<file path="config.mk">
export PLATFORM = sky130hd
export DESIGN_NAME = uart_tx_sched
export DESIGN_NICKNAME = d
export VERILOG_FILES = /design/src/rtl/uart_sched_pkg.sv /design/src/rtl/rr_arbiter.sv /design/src/rtl/uart_tx_sched.sv
export SDC_FILE = /design/constraint.sdc
export NUM_CORES = 1
export LEC_CHECK = 0
export ABC_AREA = 1
export CAP_MARGIN = 20
export CORE_MARGIN = 8
export CORE_UTILIZATION = 35
export CTS_BUF_LIST = sky130_fd_sc_hd__clkbuf_4
export CTS_CLUSTER_DIAMETER = 150
export CTS_CLUSTER_SIZE = 12
export DETAILED_ROUTE_END_ITERATION = 10
export PLACE_DENSITY = 0.65
export SYNTH_ARGS = -nofsm -noshare
export SYNTH_HDL_FRONTEND = slang
export SYNTH_SLANG_ARGS = --single-unit
</file>
<file path="constraint.sdc">
create_clock -name clk -period 3.6 [get_ports clk]
set_input_delay 0.72 -clock clk [delete_from_list [all_inputs] [get_ports clk]]
set_output_delay 0.72 -clock clk [all_outputs]
set_load 0.005 [all_outputs]
</file>
<file path="src/rtl/uart_sched_pkg.sv">
// Shared definitions for the UART transmit scheduler: FSM state encoding
// and default parameter values used by uart_tx_sched and its arbiter.
package uart_sched_pkg;

    localparam int DEF_NUM_REQ        = 4;
    localparam int DEF_TIMEOUT_CYCLES = 255;

    typedef enum logic [1:0] {
        S_IDLE      = 2'd0,
        S_START     = 2'd1,
        S_WAIT_BUSY = 2'd2,
        S_WAIT_DONE = 2'd3
    } sched_state_e;

endpackage

</file>
<file path="src/rtl/rr_arbiter.sv">
// Combinational round-robin arbiter: scans the request vector starting at
// index ptr (wrapping modulo N) and returns the first active requester as
// a one-hot grant plus its binary index. any is high when a winner exists.
module rr_arbiter #(
    parameter int N  = 4,
    parameter int IW = $clog2(N)
) (
    input  logic [N-1:0]  req,
    input  logic [IW-1:0] ptr,
    output logic [N-1:0]  grant,
    output logic [IW-1:0] idx,
    output logic          any
);

    // First set request at or after ptr, wrapping once around the vector.
    always_comb begin
        int k;
        grant = '0;
        idx   = '0;
        any   = 1'b0;
        k     = 0;
        for (int off = 0; off < N; off++) begin
            k = int'(ptr) + off;
            if (k >= N) begin
                k = k - N;
            end
            if (!any && req[k]) begin
                any      = 1'b1;
                grant[k] = 1'b1;
                idx      = IW'(k);
            end
        end
    end

endmodule

</file>
<file path="src/rtl/uart_tx_sched.sv">
// Round-robin scheduler sharing one UART transmitter among NUM_REQ
// requesters. A grant registers the winner's byte into tx_data, then a
// one-cycle START state pulses tx_start and the winner's req_ready, after
// which the FSM tracks the transmitter's busy flag up and back down.
//
// Handshake: a requester holds req_valid/req_data until it sees its
// req_ready pulse; req_valid is only looked at while the FSM is IDLE, so
// a requester may drop it at any time before being granted.
//
// Optional build macro UART_SCHED_TIMEOUT_EN adds a watchdog on WAIT_BUSY
// that returns to IDLE and sets the sticky timeout_err flag if the
// transmitter never reports busy within TIMEOUT_CYCLES cycles.
module uart_tx_sched
    import uart_sched_pkg::*;
#(
    parameter  int NUM_REQ        = DEF_NUM_REQ,
    parameter  int TIMEOUT_CYCLES = DEF_TIMEOUT_CYCLES,
    localparam int IDX_W          = $clog2(NUM_REQ)
) (
    input  logic                 clk,
    input  logic                 rst,
    input  logic [NUM_REQ-1:0]   req_valid,
    input  logic [8*NUM_REQ-1:0] req_data,
    output logic [NUM_REQ-1:0]   req_ready,
    output logic                 tx_start,
    output logic [7:0]           tx_data,
    input  logic                 tx_busy,
    output logic [IDX_W-1:0]     cur_owner,
    output logic                 sched_busy,
    output logic                 timeout_err,
    output logic [1:0]           state_dbg
);

    localparam logic [1:0] IDLE      = S_IDLE;
    localparam logic [1:0] START     = S_START;
    localparam logic [1:0] WAIT_BUSY = S_WAIT_BUSY;
    localparam logic [1:0] WAIT_DONE = S_WAIT_DONE;

    // Reject out-of-range configurations at elaboration time.
    if (NUM_REQ < 2 || NUM_REQ > 8) begin : g_bad_num_req
        $error("uart_tx_sched: NUM_REQ must be 2..8");
    end
    if (TIMEOUT_CYCLES < 1 || TIMEOUT_CYCLES > 255) begin : g_bad_timeout
        $error("uart_tx_sched: TIMEOUT_CYCLES must be 1..255");
    end

    logic [1:0]         state;
    logic [IDX_W-1:0]   rr_ptr;      // first index scanned at the next grant
    logic [NUM_REQ-1:0] grant_oh;
    logic [NUM_REQ-1:0] grant_q;     // winner held for the START pulse
    logic [IDX_W-1:0]   grant_idx;
    logic               grant_any;
    logic [7:0]         win_data;
    logic [IDX_W-1:0]   next_ptr;
    logic               wd_expired;

    rr_arbiter #(
        .N  (NUM_REQ),
        .IW (IDX_W)
    ) u_arb (
        .req   (req_valid),
        .ptr   (rr_ptr),
        .grant (grant_oh),
        .idx   (grant_idx),
        .any   (grant_any)
    );

    assign win_data = req_data[{grant_idx, 3'b000} +: 8];
    assign next_ptr = (grant_idx == IDX_W'(NUM_REQ - 1)) ? '0 : grant_idx + 1'b1;

    // Main scheduler FSM with grant capture; the pointer moves past each winner.
    always_ff @(posedge clk) begin
        if (rst) begin
            state     <= IDLE;
            rr_ptr    <= '0;
            grant_q   <= '0;
            tx_data   <= 8'h00;
            cur_owner <= '0;
        end else begin
            case (state)
                IDLE: begin
                    if (grant_any && !tx_busy) begin
                        tx_data   <= win_data;
                        cur_owner <= grant_idx;
                        grant_q   <= grant_oh;
                        rr_ptr    <= next_ptr;
                        state     <= START;
                    end
                end
                START: begin
                    state <= WAIT_BUSY;
                end
                WAIT_BUSY: begin
                    if (tx_busy) begin
                        state <= WAIT_DONE;
                    end else if (wd_expired) begin
                        state <= IDLE;
                    end
                end
                WAIT_DONE: begin
                    if (!tx_busy) begin
                        state <= IDLE;
                    end
                end
                default: begin
                    state <= IDLE;
                end
            endcase
        end
    end

`ifdef UART_SCHED_TIMEOUT_EN
    logic [7:0] wd_cnt;
    logic       timeout_q;

    assign wd_expired  = (state == WAIT_BUSY) && !tx_busy &&
                         (wd_cnt == 8'(TIMEOUT_CYCLES - 1));
    assign timeout_err = timeout_q;

    // Watchdog counts cycles spent in WAIT_BUSY and clears on leaving it.
    always_ff @(posedge clk) begin
        if (rst) begin
            wd_cnt    <= 8'h00;
            timeout_q <= 1'b0;
        end else begin
            if (state == WAIT_BUSY && !tx_busy && !wd_expired) begin
                wd_cnt <= wd_cnt + 8'h01;
            end else begin
                wd_cnt <= 8'h00;
            end
            if (wd_expired) begin
                timeout_q <= 1'b1;
            end
        end
    end
`else
    assign wd_expired  = 1'b0;
    assign timeout_err = 1'b0;
`endif

    assign req_ready  = (state == START) ? grant_q : '0;
    assign tx_start   = (state == START);
    assign sched_busy = (state != IDLE);
    assign state_dbg  = state;

endmodule

</file>
==> run_summary.xml <==
<?xml version="1.0" encoding="UTF-8"?>
<metrics>
  <group name="pwr">
    <metric name="power.total" unit="mW">1.97</metric>
    <metric name="leakage_power" unit="nW">1.22</metric>
    <metric name="power_density" unit="nW/um^2">814</metric>
    <metric name="peakVddDrop" unit="mV">0.404</metric>
  </group>
  <group name="synth">
    <metric name="mapped_avg_cell_area" unit="sq um">6.94</metric>
    <metric name="postSynth.topFlopCell" unit="">dfxtp_1</metric>
    <metric name="ys_types" unit="">34</metric>
    <metric name="synth.ff_latch_count" unit="">18</metric>
    <metric name="yosys_warnings" unit="">0</metric>
    <metric name="synth_top_area_share" unit="%">20.0</metric>
    <metric name="synth_seq_area_share" unit="%">20.0</metric>
    <metric name="synth.area.top_cells" unit="">dfxtp_1 (20%), inv_1 (12%), nand3_1 (11%)</metric>
    <metric name="synth_top_cell_by_area" unit="">dfxtp_1</metric>
    <metric name="syn_area" unit="sq um">1800</metric>
    <metric name="syn_nets" unit="">312</metric>
    <metric name="ys_async_sr_fraction" unit="%">0</metric>
    <metric name="count_of_mapped_cells_out_of_synthesis" unit="">260</metric>
    <metric name="synth_edf_count" unit="">0</metric>
  </group>
  <group name="route">
    <metric name="detail_route.first_pass.iterations" unit="">4</metric>
    <metric name="drc_errors" unit="">0</metric>
    <metric name="drt-vias-per-instance" unit="">4.53</metric>
    <metric name="count_of_nets_left_with_antenna_violations_after_detail_routing" unit="">0</metric>
    <metric name="routed-via-count" unit="">1730</metric>
    <metric name="drt_wl_total" unit="mm">4.65</metric>
    <metric name="routedWlPerCell" unit="um">12.2</metric>
    <metric name="drt_iter0_markers" unit="">97</metric>
  </group>
  <group name="grt">
    <metric name="maximum_number_of_pins_on_one_net_before_global_route_repair" unit="">25</metric>
    <metric name="first_pass_grt_wire_length" unit="mm">7.64</metric>
    <metric name="grt_util_all_layers" unit="%">12.2</metric>
    <metric name="antenna_violations_before_repair" unit="">0</metric>
    <metric name="grt_residual_overflow" unit="">0</metric>
    <metric name="first_global_vias" unit="">1733</metric>
  </group>
  <group name="die">
    <metric name="core-area" unit="sq um">5040</metric>
    <metric name="dieHeight" unit="um">87.8</metric>
    <metric name="std_cell_rows" unit="">26</metric>
    <metric name="ios" unit="">58</metric>
    <metric name="die-area" unit="sq um">7710</metric>
    <metric name="die_w" unit="um">87.8</metric>
    <metric name="initial_core_utilization" unit="%">35.8</metric>
  </group>
  <group name="finish">
    <metric name="layout_common_cells" unit="">inv_1 (60), clkdlybuf4s50_1 (56), nand2_1 (41)</metric>
    <metric name="final_area" unit="sq um">2420</metric>
    <metric name="num-nets-final" unit="">365</metric>
    <metric name="fill_cells" unit="">530</metric>
    <metric name="antenna-diode-count" unit="">0</metric>
    <metric name="mostFrequentLayoutCell" unit="">inv_1</metric>
    <metric name="post_route_cells_drive_above_1_share" unit="%">13.5</metric>
    <metric name="area.growth.synth_to_final" unit="%">33.9</metric>
    <metric name="fraction_of_the_core_area_covered_by_cells_at_the_end_of_the_flow" unit="%">47.9</metric>
  </group>
  <group name="clock_tree">
    <metric name="worst_skew_pair.late_latency" unit="ns">0.29</metric>
    <metric name="root_buffer" unit="">clkbuf_4</metric>
    <metric name="ctsLongestPathBuffers" unit="">2</metric>
    <metric name="cts-htree-levels" unit="">1</metric>
    <metric name="cts.repair.resized" unit="">0</metric>
    <metric name="post_cts.repair.setup_buffers" unit="">0</metric>
    <metric name="cts_tree" unit="">built</metric>
    <metric name="number_of_buffers_created_by_cts" unit="">3</metric>
    <metric name="clock_sink_count" unit="">18</metric>
    <metric name="cts_hold_buffers" unit="">0</metric>
    <metric name="clk_transition_reported_paths" unit="ns">0.10</metric>
  </group>
  <group name="critical_path">
    <metric name="crit_start" unit="">rr_ptr[1]$_SDFFE_PP0P_</metric>
    <metric name="worstPathRequired" unit="ns">3.80</metric>
    <metric name="path_buf_inv" unit="">4</metric>
    <metric name="worstPathMaxFanout" unit="">11</metric>
    <metric name="cp_num_cells" unit="">13</metric>
    <metric name="timing.rr.end" unit="">tx_data[5]$_SDFFE_PP0P_</metric>
    <metric name="critical-path-max-stage-delay" unit="ns">0.56</metric>
    <metric name="cp-end-kind" unit="">flop</metric>
    <metric name="path_common_cell" unit="">inv_1</metric>
    <metric name="timing_worst_setup_path_type" unit="">flop to flop</metric>
    <metric name="r2r_slack" unit="ns">0.49</metric>
    <metric name="cpMaxStageDelayCell" unit="">o21ai_2</metric>
    <metric name="worst_ep_arrival_time" unit="ns">3.31</metric>
    <metric name="timing.critical_path.to" unit="">tx_data[5]$_SDFFE_PP0P_</metric>
    <metric name="crit_chain" unit="">inv_1, ha_1, inv_1, nand3_1, nand2_4, nand3_4, nor2_8, o21ai_2, inv_1, nand3_1, nand3_1, nand2_1, inv_1</metric>
    <metric name="regToRegStartpoint" unit="">rr_ptr[1]$_SDFFE_PP0P_</metric>
    <metric name="critPathTopFamily" unit="">simple AND/OR/NAND/NOR gates</metric>
    <metric name="r2r_cells" unit="">13</metric>
    <metric name="timing.critical_path.from_type" unit="">flop</metric>
  </group>
  <group name="sta">
    <metric name="grt_setup_unrepaired" unit="">false</metric>
    <metric name="finalSetupViolCount" unit="">0</metric>
    <metric name="tns" unit="ns">0</metric>
    <metric name="period_needed" unit="ns">3.11</metric>
    <metric name="report.final.hold_viol_count" unit="">0</metric>
    <metric name="finalClockSkew" unit="ns">0.00395</metric>
    <metric name="slew_headroom" unit="%">54.4</metric>
    <metric name="slew_viol_final" unit="">0</metric>
    <metric name="fin_crit_sh" unit="%">86.4</metric>
    <metric name="worst_pin_slew" unit="ns">0.684</metric>
    <metric name="fmax" unit="GHz">0.321</metric>
  </group>
  <group name="run_status">
    <metric name="outcome" unit="">finished clean</metric>
  </group>
  <group name="flow_run">
    <metric name="max-cap-violations" unit="">0</metric>
  </group>
  <group name="placed_design">
    <metric name="place_hpwl" unit="mm">3.80</metric>
    <metric name="place.port_buffers" unit="">56</metric>
    <metric name="gp_congestion" unit="">0.888</metric>
    <metric name="placed_cell_area" unit="sq um">2390</metric>
  </group>
  <group name="worst_hold_path">
    <metric name="worstHoldPathType" unit="">flop to flop</metric>
  </group>
</metrics>
-- worst register-to-register path, delay by kind of cell (launching register included) --
kind                     cells  cell delay (ns)
AO/OA/AOI/OAI                1             0.56
adder cells (fa/ha/maj)      1             0.46
buffers and inverters        4             0.65
flip-flops                   1             0.52
AND/OR/NAND/NOR              7             0.82
-- through the flow --
step           setup slack [ns]  hold WS (ns)  cells
3_5_place_dp              0.369         0.471    378
5_1_grt                   0.155         0.505    382
3_3_place_gp              0.431         0.469    378
2_1_floorplan              1.35         0.456    260
6_report                  0.489         0.489    382
4_1_cts                   0.492         0.489    382
-- registers in the layout (all words and copies together) (netlist names) --
register	cells
cur_owner	2
grant_q	4
rr_ptr	2
state_dbg	2
tx_data	8
-- how the worst min path moves through the flow --
stage / slack, ns / end / cells after the start / start
after CTS: 0.49 / cur_owner[0]$_SDFFE_PP0P_ / 2 / cur_owner[0]$_SDFFE_PP0P_
after floorplan: 0.46 / cur_owner[0]$_SDFFE_PP0P_ / 2 / cur_owner[0]$_SDFFE_PP0P_
after global routing: 0.51 / cur_owner[0]$_SDFFE_PP0P_ / 2 / cur_owner[0]$_SDFFE_PP0P_
final: 0.49 / cur_owner[0]$_SDFFE_PP0P_ / 2 / cur_owner[0]$_SDFFE_PP0P_
after global placement: 0.47 / cur_owner[0]$_SDFFE_PP0P_ / 2 / cur_owner[0]$_SDFFE_PP0P_
after detailed placement: 0.47 / cur_owner[0]$_SDFFE_PP0P_ / 2 / cur_owner[0]$_SDFFE_PP0P_
-- cell usage after synthesis, types with 2 or more instances --
cell type / count
inv_1: 60
nand2_1: 41
nand3_1: 39
dfxtp_1: 18
ha_1: 13
a21oi_1: 11
nand3_2: 10
o21ai_0: 9
nand2_4: 8
o21a_1: 8
nand2_2: 7
a22oi_1: 4
buf_4: 3
nand3_4: 3
a211oi_1: 2
buf_2: 2
inv_2: 2
nand4_1: 2
nor2_1: 2
nor2_2: 2
-- report_power, final --
group	switching (mW)	total (mW)	leakage (nW)	internal (mW)
Sequential	0.0716	0.361	0.149	0.289
Combinational	0.912	1.50	1.06	0.592
Clock	0.0605	0.101	0.0154	0.0403
Total	1.04	1.97	1.22	0.922
-- per-layer routing --
layer | wire length [um] | global-route usage, %
met5 | 0 | 0
met4 | 47 | 3.59
met3 | 251 | 2.81
met2 | 2180 | 19.8
met1 | 2170 | 15.4
-- kinds of logic after synthesis --
logic type,Yosys count,synth area share (%)
and+or+nand+nor,119,40.9
buffers and inverters,72,17.2
AOI/OAI and AO/OA,36,12.1
DFF,18,20.0
adders and majority gates,13,9.02
muxes,1,0.555
other,1,0.208
-- final cells by class --
cell class | count | area, sq um | share of cell area (%)
clock inverter | 1 | 3.75 | 0.155
sequential | 18 | 360 | 14.9
inverter | 64 | 248 | 10.3
multi-input combinational | 170 | 1130 | 46.9
clock buffer | 3 | 22.5 | 0.932
tap | 70 | 87.6 | 3.63
timing repair buffer | 56 | 561 | 23.2
Note: power is estimated with default switching activity, not from simulation.
